File: src/rtl/period_averager_if.sv
// Sample-in / average-out bundle for period_averager.
// The slave modport is the averager; the master modport is its environment.
interface period_averager_if;
    logic       new_data;
    logic [7:0] din;
    logic       avg_ready;
    logic       avg_valid;
    logic [7:0] avg;
    logic       locked;
    logic       out_of_range;
    logic       overflow;

    modport master (
        output new_data, din, avg_ready,
        input  avg_valid, avg, locked, out_of_range, overflow
    );

    modport slave (
        input  new_data, din, avg_ready,
        output avg_valid, avg, locked, out_of_range, overflow
    );
endinterface

File: src/rtl/period_averager.sv
// Sliding-window average over the last 2**DEPTH_LOG2 in-range period samples, with valid/ready output.
// Optional feature macro PERIOD_AVG_ROUND_EN: round half up instead of truncating.
module period_averager #(
    parameter int unsigned DEPTH_LOG2 = 2,
    parameter logic [7:0]  LO_LIMIT   = 8'd4,
    parameter logic [7:0]  HI_LIMIT   = 8'd250
) (
    input logic              clk,
    input logic              reset,
    period_averager_if.slave bus
);
    localparam int unsigned N     = 1 << DEPTH_LOG2;
    localparam int unsigned SUM_W = 8 + DEPTH_LOG2;

    typedef enum logic {FILL, RUN} state_e;

    state_e                 state_q;
    logic [7:0]             win_q [N];
    logic [DEPTH_LOG2-1:0]  wr_ptr_q;
    logic [DEPTH_LOG2-1:0]  count_q;
    logic [SUM_W-1:0]       sum_q;
    logic [SUM_W-1:0]       sum_d;
    logic [7:0]             avg_q;
    logic [7:0]             avg_d;
    logic                   avg_valid_q;
    logic                   locked_q;
    logic                   oor_q;
    logic                   ovf_q;
    logic                   accept;
    logic                   reject;
    logic                   last_fill;
    logic                   produce;

    // In RUN the oldest entry sits at wr_ptr and is swapped out of the sum.
    always_comb begin
        accept    = bus.new_data && (bus.din >= LO_LIMIT) && (bus.din <= HI_LIMIT);
        reject    = bus.new_data && !accept;
        last_fill = &count_q;
        produce   = accept && ((state_q == RUN) || last_fill);
        if (state_q == RUN)
            sum_d = sum_q + SUM_W'(bus.din) - SUM_W'(win_q[wr_ptr_q]);
        else
            sum_d = sum_q + SUM_W'(bus.din);
    end

`ifdef PERIOD_AVG_ROUND_EN
    localparam int unsigned RND_W = SUM_W + 1;
    logic [RND_W-1:0] sum_rnd;

    always_comb begin
        sum_rnd = {1'b0, sum_d} + RND_W'(N / 2);
        avg_d   = 8'(sum_rnd >> DEPTH_LOG2);
    end
`else
    always_comb begin
        avg_d = 8'(sum_d >> DEPTH_LOG2);
    end
`endif

    always_ff @(posedge clk or negedge reset) begin
        if (!reset) begin
            state_q     <= FILL;
            wr_ptr_q    <= '0;
            count_q     <= '0;
            sum_q       <= '0;
            avg_q       <= '0;
            avg_valid_q <= 1'b0;
            locked_q    <= 1'b0;
            oor_q       <= 1'b0;
            ovf_q       <= 1'b0;
            for (int i = 0; i < N; i++) win_q[i] <= '0;
        end else begin
            oor_q <= reject;

            // A rejected sample restarts the fill; the stale window is never read in FILL.
            if (reject) begin
                state_q  <= FILL;
                locked_q <= 1'b0;
                sum_q    <= '0;
                count_q  <= '0;
                wr_ptr_q <= '0;
            end else if (accept) begin
                win_q[wr_ptr_q] <= bus.din;
                sum_q           <= sum_d;
                wr_ptr_q        <= wr_ptr_q + 1'b1;
                if (state_q == FILL) begin
                    count_q <= count_q + 1'b1;
                    if (last_fill) begin
                        state_q  <= RUN;
                        locked_q <= 1'b1;
                    end
                end
            end

            // A result landing on an unconsumed one replaces it and flags the loss.
            if (produce) begin
                avg_q       <= avg_d;
                avg_valid_q <= 1'b1;
                ovf_q       <= avg_valid_q && !bus.avg_ready;
            end else begin
                ovf_q <= 1'b0;
                if (avg_valid_q && bus.avg_ready) avg_valid_q <= 1'b0;
            end
        end
    end

    assign bus.avg          = avg_q;
    assign bus.avg_valid    = avg_valid_q;
    assign bus.locked       = locked_q;
    assign bus.out_of_range = oor_q;
    assign bus.overflow     = ovf_q;
endmodule
File: src/flat_wrapper.sv
// flat-port wrapper written by rule: the top's interface ports become plain ports
module period_averager_flat 
#(
    parameter int unsigned DEPTH_LOG2 = 2,
    parameter logic [7:0]  LO_LIMIT   = 8'd4,
    parameter logic [7:0]  HI_LIMIT   = 8'd250
)
  (clk, reset, bus_new_data, bus_din, bus_avg_ready, bus_avg_valid, bus_avg, bus_locked, bus_out_of_range, bus_overflow);
  period_averager_if bus_i ();
  input logic clk;
  input logic reset;
  input wire logic [$bits(bus_i.new_data)-1:0] bus_new_data;
  input wire logic [$bits(bus_i.din)-1:0] bus_din;
  input wire logic [$bits(bus_i.avg_ready)-1:0] bus_avg_ready;
  output wire logic [$bits(bus_i.avg_valid)-1:0] bus_avg_valid;
  output wire logic [$bits(bus_i.avg)-1:0] bus_avg;
  output wire logic [$bits(bus_i.locked)-1:0] bus_locked;
  output wire logic [$bits(bus_i.out_of_range)-1:0] bus_out_of_range;
  output wire logic [$bits(bus_i.overflow)-1:0] bus_overflow;
  assign bus_i.new_data = bus_new_data;
  assign bus_i.din = bus_din;
  assign bus_i.avg_ready = bus_avg_ready;
  assign bus_avg_valid = bus_i.avg_valid;
  assign bus_avg = bus_i.avg;
  assign bus_locked = bus_i.locked;
  assign bus_out_of_range = bus_i.out_of_range;
  assign bus_overflow = bus_i.overflow;
  period_averager #(.DEPTH_LOG2(DEPTH_LOG2), .LO_LIMIT(LO_LIMIT), .HI_LIMIT(HI_LIMIT)) u_core (.clk(clk), .reset(reset), .bus(bus_i));
endmodule
File: config.mk
export PLATFORM = sky130hd
export DESIGN_NAME = period_averager_flat
export DESIGN_NICKNAME = d
export VERILOG_FILES = /design/src/rtl/period_averager_if.sv /design/src/rtl/period_averager.sv /design/src/flat_wrapper.sv
export SDC_FILE = /design/constraint.sdc
export NUM_CORES = 1
export LEC_CHECK = 0
export CAP_MARGIN = 10
export CORE_MARGIN = 4
export CORE_UTILIZATION = 60
export DETAILED_ROUTE_END_ITERATION = 10
export DONT_BUFFER_PORTS = 1
export PLACE_DENSITY_LB_ADDON = 0.15
export SLEW_MARGIN = 20
export SYNTH_ARGS = -nofsm -noshare
export SYNTH_HDL_FRONTEND = slang
export SYNTH_SLANG_ARGS = --single-unit
File: constraint.sdc
create_clock -name clk -period 5.2 [get_ports clk]
set_input_delay 0.26 -clock clk [delete_from_list [all_inputs] [get_ports clk]]
set_output_delay 0.26 -clock clk [all_outputs]
set_load 0.03 [all_outputs]
# After elaboration in Yosys (flattened, before gate mapping)
# Cells that the tools add are included.
# Widths: inputs -> output; s select.
# classes
n_addsub,4
order_cmp,4
eq_ne,1
n_mux,25
bitwise,2
reduce_logical,17
# op_table
operator,count
$bwmux 32,1
$mux 10,3
$mux 8,3
$bmux 8 s2,1
$demux 8 s2,1
$mux 1,11
$add 10x8->10,1
$mux 2,5
$sub 10x8->10,1
$ge 8x3->1 const B,1
$le 8x8->1 const B,1
$logic_and 1x1->1,7
$reduce_and 2->1,3
$reduce_bool 2->1,3
$add 2x1->2 const B,2
$ge 3x3->1 const B,1
$lt 3x1->1 const B,1
$not 2->3,1
$reduce_and 3->1,1
$logic_not 1->1,2
$ne 2x2->1 const B,1
$logic_or 1x1->1,1
$not 1->1,1
# totals
regBits,59
inputBits,12
output_inout_bits,12
elab_cells,66

# Logic depth before layout (Yosys ltp)
# logic_depth
depth_word,8
mapped_depth,13
ltp_nobuf,13

# Worst setup path before layout
# No wires, ideal clock.
# synth_path
path_kind,reg-to-reg
startpoint,register u_core.sum_q[0]
endpoint,register u_core.sum_q[9]
setup_time_ns,0.126
arrival_time_ns,3.126
required_ns,5.074
slack_ns,1.948
path_stages_with_launch,13
n_path_buf,0
synth_period_minus_slack_ns,3.252
path_cell_list,dfrtp_1 -> ha_1 -> fa_1 -> a21o_1 -> a21oi_1 -> xnor2_1 -> ha_1 -> nor3_1 -> a211oi_1 -> and4_1 -> o41a_1 -> o211a_1 -> a221o_1
# synth_via
elab_chain_cells,5
# synth_rtl
item,line_no,text
from (decl),period_averager.sv:21,logic [SUM_W-1:0] sum_q;
from (signal assigned),period_averager.sv:84,sum_q <= sum_d;
$add 10x8->10 (*),"period_averager.sv:41, period_averager.sv:43",
$sub 10x8->10,period_averager.sv:41,sum_d = sum_q + SUM_W'(bus.din) - SUM_W'(win_q[wr_ptr_q]);
$mux 10 (*),period_averager.sv:40,if (state_q == RUN)
$mux 10 (*),period_averager.sv:82,end else if (accept) begin
$mux 10 (*),period_averager.sv:76,if (reject) begin
# Mark *: on every way between the ends. The rest lies on a longest branch, timed or not. The select of a mux whose other input is x is not followed.
# A chain may end at the register's enable or synchronous reset.

# Worst setup path after layout
# layout_path
startpoint,register u_core.sum_q[1]
endpoint,register u_core.sum_q[9]
# Same word-level chain as after synthesis.

==> summary.md <==
| Metric | Value |
|---|---|
| Placed Cells | `360` |
| Area taken by multi-input logic gates | `approximately 1800 µm²` |
| DIE AREA | `7000 µm²` |
| Chip Width | `around 84 µm` |
| Post-synth cell types | `slightly below 60` |
| FMAX | `285 MHz` |
| Total number of vias | `2336` |
| Mapped cell area | `3440 µm²` |
| Worst-skew pair later-pin latency | `between 0.3 and 0.4 ns` |
| Setup_tns | `0 ns` |
| Net Switching | `0.00124 W` |
| WL final | `just over 7 mm` |
| Synth Flop Type | `dfrtp_1` |
| Met2 usage | `33.5%` |
| FF+latch count, synth | `59` |
| Detail Route Antenna Nets | `0` |
| Gpl congestion | `0.862` |
| Final hold vios | `0` |
| Synth async-reset ratio | `100%` |
| Yosys warning total | `0` |
| WL/cell | `approximately 19 µm` |
| Critical Path RT | `between 5 and 6 ns` |
| HP Class | `in -> reg` |
| Met3 Track Usage GR | `approximately 5.5%` |
| P_int | `between 0.0015 and 0.002 W` |
| Slew margin rel. | `around a third` |
| Setup crit start kind | `flop` |
| Global Route Usage Sum | `about 22%` |
| H-tree Lvls | `3` |
| Max-cap violations | `0` |
| CTS Buf Count | `9` |
| Total leakage power | `1.66 nW` |
| EDFF count, synth | `0` |
| Synth cell count leaders | `dfrtp_1 (59), mux2_1 (24), ha_1 (20)` |
| Worst Clk Skew | `between 0.009 and 0.01 ns` |
| GR peak layer | `met2` |
| Largest net degree at the start of global routing | `60` |
| IO Port Bufs | `0` |
| Area grow syn2layout | `8.77%` |
| Worst-path fanout max | `5` |
| Diode count | `0` |
| Main area contributors after synthesis | `dfrtp_1 (43%), mux2_1 (7.9%), ha_1 (7.3%)` |
| Final setup viols | `0` |
| Max Transition Viols Final | `0` |
| I/O Pins | `24` |
| Fin crit share | `between 60% and 70%` |
| Total grt overflow | `0` |
| Cell taking the most area after synthesis | `dfrtp_1` |
| Sw Share | `a little over two fifths` |
| Critical path capture point type | `flop` |
| CP arrival | `~3.8 ns` |
| Area fraction of the dominant cell type after synthesis | `a little over two fifths` |
| Vias in the first global route | `2393` |
| DP HPWL | `5.01 mm` |
| Final min period | `around 3.5 ns` |
| Synthesized Nets | `330` |
| DRC viols | `0` |
| Reg power frac | `30.9%` |
| Non-Filler Instances | `between 300 and 400` |
| Clk slew on worst S/H paths | `0.07 ns` |
| CTS tree | `yes` |
| Nets@finish | `around 340` |
| 1st-pass router iterations | `4` |
| VDD IR max | `around 0.4 mV` |
| Rows | `27` |
| Post-Syn Area per Cell | `11.6 µm²` |
| GR Util met1 | `a little under a third` |
| CTS Root Cell | `clkbuf_8` |
| Core box area | `roughly 5500 µm²` |
| Critical path class | `reg -> reg` |
| Fraction of layout cells with a size suffix above 1 | `between 10% and 20%` |
| Gate Count Post-Synth | `296` |
| Slew @ Worst Pin | `between 0.9 and 1 ns` |
| Clk pwr share | `between 10% and 20%` |
| Area occupied by registers | `about 1500 µm²` |
| Most frequent cell after synthesis | `dfrtp_1` |
| Clock sinks | `between 50 and 60` |
| DR vias/cell | `around 6` |
| RSZ-0062 raised after global routing | `no` |
| Initial Utilization | `62.0%` |
| Initial antenna violation count | `0` |
| Combinational share of power | `between 50% and 60%` |
| Die height | `between 80 and 90 µm` |
| Power per Cell Area | `roughly 780 nW/µm²` |
| Seq/Total Area, Yosys | `around 43%` |
| Fill cell count | `443` |
| 1st-iter DRT viols | `around 140` |
| Clock Tree Buf Depth | `2` |
| First-pass GRT wire length | `roughly 12 mm` |
| Status | `finished clean` |
cells in the final DEF, fill, tap and decap left out, types with 4 or more instances in the layout:
| cell | count |
|---|---|
| o21a_1 | 4 |
| o2bb2ai_1 | 7 |
| mux2i_1 | 6 |
| nand2_1 | 18 |
| mux2_1 | 24 |
| o21ai_0 | 7 |
| clkbuf_8 | 9 |
| o21ai_1 | 9 |
| ha_1 | 20 |
| mux4_2 | 7 |
| nor3_1 | 5 |
| a21oi_1 | 14 |
| mux2_2 | 9 |
| xnor2_1 | 8 |
| nor2_1 | 13 |
| dfrtp_1 | 59 |
| inv_1 | 15 |
worst paths after layout:
check                           depth (start not counted)                      endpoint  slack [ns]                         start
worst min-delay path                                    1   u_core.win_q[3]$_DFFE_PN0P_        0.04                    bus_din[3]
worst max-delay path                                   12   u_core.sum_q[9]$_DFFE_PN0P_        1.69   u_core.sum_q[1]$_DFFE_PN0P_
worst min register to register                          1  u_core.win_q[22]$_DFFE_PN0P_        0.49  u_core.win_q[22]$_DFFE_PN0P_
worst max register to register                         12   u_core.sum_q[9]$_DFFE_PN0P_        1.69   u_core.sum_q[1]$_DFFE_PN0P_
max in group asynchronous                               2   u_core.sum_q[1]$_DFFE_PN0P_        4.50                         reset
min in group asynchronous                               2  u_core.win_q[27]$_DFFE_PN0P_        0.44                         reset
cells by family after synthesis:
group | synth area share [%]
AO/OA/AOI/OAI | 15.1
XOR/XNOR | 3.46
adder cells (fa/ha/maj) | 8.77
buffers and inverters | 3.39
flip-flops | 43.0
multiplexers | 17.1
AND/OR/NAND/NOR | 9.14
state kept, by name, indices dropped and copies added, names as in the netlist, 2 cells and up:
name             flops
u_core.bus.avg       8
u_core.count_q       2
u_core.sum_q        10
u_core.win_q        32
u_core.wr_ptr_q      2
metal layers:
metal	routed length, µm	part of all wire (%)
met3	293	4.1
met1	3350	47
met2	3260	46
met4	201	2.8
met5	0	0
layout make-up:
| type | instances | area share, % |
|---|---|---|
| Clock buffer | 9 | 3.31 |
| Clock inverter | 7 | 2.48 |
| Inverter | 15 | 1.51 |
| Multi-Input combinational cell | 213 | 49.3 |
| Sequential cell | 59 | 39.5 |
| Tap cell | 72 | 2.41 |
| Timing Repair Buffer | 4 | 1.47 |
critical path: stages (launching register included):
cell,delay [ns]
dfrtp_1,0.42
ha_1,0.30
a211oi_1,0.25
o21bai_1,0.16
a221o_1,0.36
a21oi_1,0.20
xnor2_1,0.18
ha_1,0.34
nor2b_1,0.18
o21a_1,0.13
o41a_1,0.42
o211a_1,0.23
a221o_1,0.25
power groups by stage:
stage	Sequential (W)	Clock [W]	Combinational, W
6_report	0.000902	0.000454	0.00156
5_1_grt	0.000929	0.000489	0.00174
4_1_cts	0.000902	0.000465	0.00156
3_5_place_dp	0.000910	0	0.00152
3_3_place_gp	0.000903	0	0.00149
2_1_floorplan	0.000840	0	0.00131
through the flow:
step / hold WS [ns] / worst slack (ns) / util [%] / total power [W] / instance area, µm²
finish: 0.0426 / 1.69 / 67.5 / 0.00292 / 3740
floorplan: -0.0356 / 1.95 / - / 0.00215 / 3440
global placement: -0.0337 / 1.74 / 62.7 / 0.00239 / 3470
global route: 0.0240 / 1.44 / 67.5 / 0.00316 / 3740
detailed placement: -0.0332 / 1.69 / 62.7 / 0.00243 / 3470
CTS: 0.0287 / 1.68 / 67.5 / 0.00292 / 3740
what timing repair did:
item	4_1_cts	5_1_grt
hold buffers	3	0
buffers inserted	0	0
resized for setup	0	0
hold endpoints to repair	62	0
(Power assumes the default switching activity.)
